===== src/rtl/memoria_instrucoes_carregavel.sv =====
// Loadable instruction memory.
//
// After reset (or a reload request while running) every word is overwritten with
// HALT_WORD, one word per cycle. The memory then accepts a program over a
// valid/ready port starting at index LOAD_BASE. Once the program is complete, it
// serves registered fetches to the core with one cycle of latency.
//
// Ports:
//   clock           rising-edge clock
//   reset           synchronous, active-high
//   load_valid      loader presents load_data this cycle
//   load_ready      memory is in the load phase and accepting words
//   load_data       word to store at the current load pointer
//   load_last       marks the final word of the program (only with load_valid)
//   reload          pulse while running: clear memory and wait for a new program
//   endereco        fetch address
//   read_enable     fetch request
//   instrucao       fetched word (holds while no fetch is made)
//   instrucao_valid instrucao was updated by a fetch on the previous edge
//   ready           memory is running and serving fetches
//   program_length  number of words accepted by the loader
//   fault           sticky flag: a fetch hit an address at or beyond DEPTH
module memoria_instrucoes_carregavel #(
  parameter int unsigned           DATA_WIDTH = 32,
  parameter int unsigned           ADDR_WIDTH = 10,
  parameter int unsigned           DEPTH      = 64,
  parameter int unsigned           LOAD_BASE  = 1,
  parameter logic [DATA_WIDTH-1:0] HALT_WORD  = 32'h9000_0000
) (
  input  logic                  clock,
  input  logic                  reset,
  input  logic                  load_valid,
  output logic                  load_ready,
  input  logic [DATA_WIDTH-1:0] load_data,
  input  logic                  load_last,
  input  logic                  reload,
  input  logic [ADDR_WIDTH-1:0] endereco,
  input  logic                  read_enable,
  output logic [DATA_WIDTH-1:0] instrucao,
  output logic                  instrucao_valid,
  output logic                  ready,
  output logic [ADDR_WIDTH:0]   program_length,
  output logic                  fault
);

  localparam int unsigned         MemAw    = (DEPTH > 1) ? $clog2(DEPTH) : 1;
  localparam logic [MemAw-1:0]    LastIdx  = MemAw'(DEPTH - 1);
  localparam logic [MemAw-1:0]    BaseIdx  = MemAw'(LOAD_BASE);
  localparam logic [ADDR_WIDTH:0] DepthLim = (ADDR_WIDTH + 1)'(DEPTH);
  localparam logic [ADDR_WIDTH:0] LenMax   = (ADDR_WIDTH + 1)'(DEPTH - LOAD_BASE);

  typedef enum logic [1:0] {StClear, StLoad, StRun} state_t;

  state_t                  state;
  logic [MemAw-1:0]        clear_ptr;
  logic [MemAw-1:0]        load_ptr;
  logic [DATA_WIDTH-1:0]   mem [DEPTH];

  logic                    load_fire;
  logic                    mem_we;
  logic [MemAw-1:0]        mem_waddr;
  logic [DATA_WIDTH-1:0]   mem_wdata;
  logic                    fetch_oor;
  logic [MemAw-1:0]        rd_idx;

  // The write port is shared by the clear sweep and the loader; the two phases
  // never overlap, and neither overlaps with fetches in RUN.
  always_comb begin
    load_fire = (state == StLoad) && load_valid && load_ready;
    mem_we    = 1'b0;
    mem_waddr = clear_ptr;
    mem_wdata = HALT_WORD;
    if (!reset) begin
      if (state == StClear) begin
        mem_we = 1'b1;
      end else if (load_fire) begin
        mem_we    = 1'b1;
        mem_waddr = load_ptr;
        mem_wdata = load_data;
      end
    end
  end

  always_ff @(posedge clock) begin
    if (mem_we) begin
      mem[mem_waddr] <= mem_wdata;
    end
  end

  // All ADDR_WIDTH bits take part in the range test; only the low bits index.
  always_comb begin
    fetch_oor = ({1'b0, endereco} >= DepthLim);
    rd_idx    = endereco[MemAw-1:0];
  end

  always_ff @(posedge clock) begin
    if (reset) begin
      state           <= StClear;
      clear_ptr       <= '0;
      load_ptr        <= BaseIdx;
      instrucao       <= HALT_WORD;
      instrucao_valid <= 1'b0;
      fault           <= 1'b0;
      load_ready      <= 1'b0;
      ready           <= 1'b0;
      program_length  <= '0;
    end else begin
      unique case (state)
        StClear: begin
          instrucao_valid <= 1'b0;
          clear_ptr       <= clear_ptr + 1'b1;
          if (clear_ptr == LastIdx) begin
            state      <= StLoad;
            clear_ptr  <= '0;
            load_ready <= 1'b1;
          end
        end
        StLoad: begin
          instrucao_valid <= 1'b0;
          if (load_fire) begin
            load_ptr <= load_ptr + 1'b1;
            if (program_length < LenMax) begin
              program_length <= program_length + 1'b1;
            end
            // The last physical slot ends the load even without load_last.
            if (load_last || (load_ptr == LastIdx)) begin
              state      <= StRun;
              load_ready <= 1'b0;
              ready      <= 1'b1;
            end
          end
        end
        StRun: begin
          if (reload) begin
            // Reload takes priority over a fetch issued in the same cycle.
            state           <= StClear;
            clear_ptr       <= '0;
            load_ptr        <= BaseIdx;
            program_length  <= '0;
            fault           <= 1'b0;
            ready           <= 1'b0;
            instrucao_valid <= 1'b0;
          end else if (read_enable) begin
            instrucao_valid <= 1'b1;
            if (fetch_oor) begin
              instrucao <= HALT_WORD;
              fault     <= 1'b1;
            end else begin
              instrucao <= mem[rd_idx];
            end
          end else begin
            instrucao_valid <= 1'b0;
          end
        end
        default: begin
          state <= StClear;
        end
      endcase
    end
  end

endmodule


===== config.mk =====
export PLATFORM = sky130hd
export DESIGN_NAME = memoria_instrucoes_carregavel
export DESIGN_NICKNAME = d
export VERILOG_FILES = /design/src/rtl/memoria_instrucoes_carregavel.sv
export SDC_FILE = /design/constraint.sdc
export NUM_CORES = 2
export LEC_CHECK = 0
export BUFFER_PORTS_ARGS = -buffer_cell sky130_fd_sc_hd__buf_2
export CAP_MARGIN = 25
export CORE_UTILIZATION = 45
export CTS_BUF_LIST = sky130_fd_sc_hd__clkbuf_4 sky130_fd_sc_hd__clkbuf_8
export CTS_CLUSTER_DIAMETER = 200
export DETAILED_ROUTE_END_ITERATION = 10
export SYNTH_ARGS = -nofsm -noshare
export SYNTH_HDL_FRONTEND = slang
export SYNTH_SLANG_ARGS = --single-unit

===== constraint.sdc =====
create_clock -name clock -period 6.75 [get_ports clock]
set_input_delay 0.675 -clock clock [delete_from_list [all_inputs] [get_ports clock]]
set_output_delay 0.675 -clock clock [all_outputs]
set_load 0.005 [all_outputs]

== After elaboration in Yosys (flattened, before gate mapping) ==
Memories as Yosys holds them, arrays and structs flattened.
Cells that the tools add are included.

* Add/subtract/negate cells: 3
* Order comparisons: 2
* Equality and inequality tests: 9
* Mux-type cells: 41
* Bitwise gates (word level): 1
* Reductions and logical operators: 19

{| class="wikitable"
|+ Operator list
! kind !! count
|-
| 32-bit 2-to-1 mux || 4
|-
| 6-bit 2-to-1 mux || 7
|-
| 11-bit 2-to-1 mux || 3
|-
| 6-bit case mux with 2 select lines || 2
|-
| 11-bit case mux with 2 select lines || 1
|-
| 1-bit 2-to-1 mux || 16
|-
| 4-bit AND reduction || 4
|-
| 6-bit by 1-bit adder with 6-bit output, second input constant || 2
|-
| 6-bit == test, second input constant || 2
|-
| 2-bit nonzero test || 6
|-
| 11-bit by 1-bit adder with 11-bit output, second input constant || 1
|-
| 11-bit by 6-bit < comparator with 1-bit output, second input constant || 1
|-
| 10-bit by 7-bit greater-or-equal comparator with 1-bit output, second input constant || 1
|-
| 3-bit AND reduction || 3
|-
| 2-bit 2-to-1 mux || 4
|-
| 2-bit by 1-bit inequality test with 1-bit output, second input constant || 3
|-
| 1-bit case mux with 2 select lines || 3
|-
| 2-bit case mux with 3 select lines || 1
|-
| 2-bit inequality test, second input constant || 2
|-
| 2-bit by 1-bit == test with 1-bit output, second input constant || 1
|-
| 2-bit == test, second input constant || 1
|-
| 1-bit logical AND || 2
|-
| 2-bit zero test || 1
|-
| 2-bit AND reduction || 1
|-
| 3 further kinds || 3
|}

* Register bits: 61
* Memory bits (writable): 2048
* Bits of input ports: 48
* Output and inout port bits: 47
* Memories: 1

{| class="wikitable"
|+ Memory list
! name !! depth !! width !! read ports !! clocked after memory_dff !! write ports !! RTL line !! text
|-
| mem || 64 || 32 || 1 || 0 || 1 || 57 || <nowiki>logic [DATA_WIDTH-1:0] mem [DEPTH];</nowiki>
|}

== Longest topological paths before layout ==
* Word-level depth: 8
* Gate-level depth with buffers: 11

== Worst setup path before layout ==
No wires, ideal clock.

* Path kind: input to register
* Start: input port reset
* End: memory mem[37][0], enable pin
* Arrival time: 3372 ps
* Data required time: 6329 ps
* Slack: 2957 ps
* Stages on the path: 6
* Buffers on the path: 1
* Cells stage by stage: or2_2 > nor2_1 > mux2i_1 > or2_2 > clkbuf_1 > nor2_1

* Cells in the longest elaborated chain, start to end: 3

{| class="wikitable"
|+ RTL lines
! item !! RTL line !! text
|-
| start, declared || 31 || <nowiki>input logic reset,</nowiki>
|-
| 1-bit 2-to-1 mux || 73 || <nowiki>if (!reset) begin</nowiki>
|-
| 1-bit 2-to-1 mux || 85 || <nowiki>if (mem_we) begin</nowiki>
|-
| 1-bit 2-to-1 mux (not written as such) || 86 || <nowiki>mem[mem_waddr] <= mem_wdata;</nowiki>
|-
| end, declared || 57 ||
|}

Parallel ways exist; a longest one is shown, timed or not.

== Worst setup path after layout ==
* Start: register state[0]
* End: memory mem[25][4], enable pin

* Cells in the longest elaborated chain, start to end: 8

{| class="wikitable"
|+ RTL lines
! item !! RTL line !! text
|-
| start, declared || 54 || <nowiki>state_t state;</nowiki>
|-
| start signal, assigned || 98 || <nowiki>state <= StClear;</nowiki>
|-
| start signal, assigned || 113 || <nowiki>state <= StLoad;</nowiki>
|-
| start signal, assigned || 127 || <nowiki>state <= StRun;</nowiki>
|-
| 2-bit by 1-bit == test with 1-bit output || 69 || <nowiki>load_fire = (state == StLoad) && load_valid && load_ready;</nowiki>
|-
| 1-bit logical AND (2 in series) || 69 ||
|-
| 1-bit 2-to-1 mux || 76 || <nowiki>end else if (load_fire) begin</nowiki>
|-
| 1-bit 2-to-1 mux || 74 || <nowiki>if (state == StClear) begin</nowiki>
|-
| 1-bit 2-to-1 mux || 73 ||
|-
| 1-bit 2-to-1 mux || 85 ||
|-
| 1-bit 2-to-1 mux (not written as such) || 86 ||
|}

Parallel ways exist; a longest one is shown, timed or not.

==> key figures <==
Run status
  – Outcome: finished, final reports clean

Placed design
  – Placed Area: 85700 µm²
  – Port Buffer Count: 94
  – RePlAce Congestion: 0.910
  – Dpl ws: 2.22 ns
  – Dpl hpwl: 145000 µm

Detailed routing
  – Vias/cell: 6.22
  – WL final: 235000 µm
  – Via count: 42200
  – WL/cell: 34.6 µm
  – Residual DRC: 0
  – Drt first-iter violations: 5520
  – Routed Antenna Nets: 0
  – Router iterations before antenna repair: 6

Critical path
  – Worst path required time: 7.41 ns
  – Data arrival, critical path: 5.10 ns
  – Critical Path Source Type: flop
  – Critical R2R Launch: state[0]
  – Worst Setup End Kind: flop
  – R2R depth: 7
  – Setup slack, reg-to-reg: 2.31 ns
  – Crit Path Max Fanout: 18
  – Reg2reg end: mem[25][4]
  – Crit Path Category: reg -> reg

Logic synthesis
  – Net Count, Synth: 3827
  – Cells after Synth: 3776
  – YS warnings: 0
  – Post-synth EDFFs: 2048
  – Synth Register Bits: 2109
  – Post-synthesis async set-or-reset flop share: 0%
  – Register area share after synthesis: 77.1%
  – Mapped Area: 81400 µm²
  – Yosys cell types: 74
  – Syn_area_per_cell: 21.6 µm²
  – Post-synth top flop: edfxtp_1

Global route
  – Largest net degree at the start of global routing: 75
  – Grt total ovfl: 0
  – Number of global-route vias before repair: 41500
  – Initial antenna violation count: 17
  – Gr usage total: 25.9%
  – First-pass GRT wire length: 327000 µm

Layout
  – Most common cell after layout, fill and taps aside: edfxtp_1
  – # fillers: 14000
  – Post-Layout Inst Area: 92300 µm²
  – Layout area overhead: 13.5%
  – Layout cell share with drive strength beyond 1: 32.2%
  – Most frequent cells in the layout: edfxtp_1, mux4_2, clkbuf_8, nand2_1, buf_4
  – # nets final: 4226

Floorplanning
  – IO Count: 95
  – FP Rows: 155
  – Core ar.: 179000 µm²
  – Initial Util: 45.5%
  – Die width: 427 µm
  – Die ar.: 183000 µm²
  – Die Y: 427 µm

STA
  – Worst Max-Slew Pin Slew: 1.09 ns
  – RSZ-0062 raised after global routing: no
  – Min Tclk post-route: 4.44 ns
  – Fmax: 225 MHz
  – Worst Skew: 0.0839 ns
  – Tcrit/Tclk final: 65.7%
  – Setup ws final: 2.31 ns
  – Final hold violations: 0
  – Setup TNS Final: 0 ns
  – Setup Viol. Count Final: 0
  – Relative slew slack: 26.8%
  – Max Slew Vio Count: 0

Power
  – Max VDD drop: 209 µV
  – Pwr/cell area: 281 nW/µm²
  – Lkg Pwr: 29.7 nW

CTS
  – Post-CTS Setup Bufs: 0
  – CTS tree: done
  – Clock sinks: 2109
  – Worst skew pair latency: 1.05 ns
  – CTS H-tree lvls: 5
  – CTS max path bufs: 4
  – Clk root buf: clkbuf_8
  – TritonCTS buffer count: 354
  – Reg clk slew, reported paths: 0.06 ns

Hold path
  – Worst Hold End: mem[14][0]
  – Hold Path Origin: load_data[0]
  – HP Class: in -> reg
  – Hold Path Stages: 2

Job
  – # Max-Cap Violations: 0
[synthesized netlist by cell type (all sizes together), types with 4 or more instances]
cell type  number  area share (%)
a2111oi        17            0.18
a211o           5           0.054
a211oi         21            0.19
a21oi          36            0.22
a221oi         19            0.21
a22o            5           0.054
a22oi          30            0.28
a311o           4           0.049
a311oi          6           0.072
a31oi          10           0.077
a32o           11            0.14
a32oi           9           0.097
and2           11           0.085
and3           35            0.27
buf           146             1.2
clkbuf         65            0.30
dfxtp          61             1.5
edfxtp       2048              76
inv             6           0.028
mux2           33            0.46
mux2i         100             1.2
mux4          499              14
nand2         139            0.64
nand2b         22            0.17
nand3          22            0.14
nand3b          6           0.055
nand4           6           0.046
nor2          132            0.61
nor2b          27            0.21
nor3           32            0.20
nor4           19            0.15
o2111ai         4           0.043
o21ai          17            0.10
o221ai          8           0.086
o22a            7           0.075
o22ai          57            0.44
o31ai          12            0.11
o32a            4           0.049
o32ai           5           0.054
or2             8           0.061
or3            12           0.092
or4            10           0.092
xor2            6           0.065
[critical path, stage by stage, from the launching register on]
cell and delay (ns):
dfxtp_1 0.72, nand3_1 0.52, nor2_1 0.21, buf_4 0.25
mux2i_1 0.60, nand2_1 0.62, nor2_4 0.67, buf_4 0.42
[worst max path at each step]
stage | start | end | slack, ns
2_1_floorplan | reset | mem[37][0] | 2.96
3_3_place_gp | reset | mem[31][18] | 2.07
3_5_place_dp | reset | mem[8][16] | 2.22
4_1_cts | state[0] | mem[25][4] | 2.47
5_1_grt | state[0] | mem[25][9] | 2.13
6_report | state[0] | mem[25][4] | 2.31
[registers in the layout, summed over array words and instances (netlist names)]
signal           flops
fault                1
ready                1
instrucao_valid      1
clear_ptr            6
mem               2048
program_length      11
state                2
load_ready           1
instrucao           32
load_ptr             6
[metrics by stage]
stage / std cells / total power [mW] / utilization, % / hold slack (ns)
after floorplan: 3776 / 15.1 / - / 0.449
after global placement: 6150 / 15.4 / 47.7 / 0.441
after detailed placement: 6166 / 15.4 / 47.9 / 0.455
after CTS: 6781 / 26.1 / 51.6 / 0.000910
after global routing: 6786 / 26.7 / 51.6 / 0.0361
final: 6789 / 25.9 / 51.6 / 0.0731
[report_power, final]
group | internal, mW | switching, mW | total, mW
Clock | 5.79 | 5.00 | 10.8
Combinational | 0.338 | 0.601 | 0.939
Sequential | 14.2 | 0.0215 | 14.2
[cell type report]
type / instances / area (µm²) / share of cell area, %
Clock buffer: 494 / 6020 / 6.52
Timing Repair Buffer: 254 / 2060 / 2.23
Antenna cell: 6 / 15.0 / 0.0163
Tap cell: 2355 / 2950 / 3.19
Multi-Input combinational cell: 1448 / 18000 / 19.5
Clock inverter: 115 / 536 / 0.580
Inverter: 8 / 32.5 / 0.0352
Sequential cell: 2109 / 62700 / 67.9
[cells by family after synthesis]
family | after synthesis | share of synthesized area [%]
multiplexers | 632 | 15.5
AO/OA/AOI/OAI | 307 | 2.79
AND/OR/NAND/NOR | 499 | 3.01
flip-flops | 2109 | 77.1
buffers and inverters | 219 | 1.53
adder cells (fa/ha/maj) | 3 | 0.0461
XOR/XNOR | 7 | 0.0753
[layer usage]
metal / vias up / wire [µm] / global-route usage, %
met4: 4 / 6690 / 7.90
met3: 408 / 25200 / 6.45
met1: 22500 / 95300 / 37.6
li1: 16800 / - / -
met2: 2483 / 107000 / 38.8
met5: - / 33 / 0
[repair_timing]
| item | CTS | global route |
|---|---|---|
| hold buffers | 6 | 0 |
| gates resized for setup | 0 | 0 |
| endpoints found under the hold margin | 20 | 0 |
No activity file was read; power rests on OpenSTA's default activity.
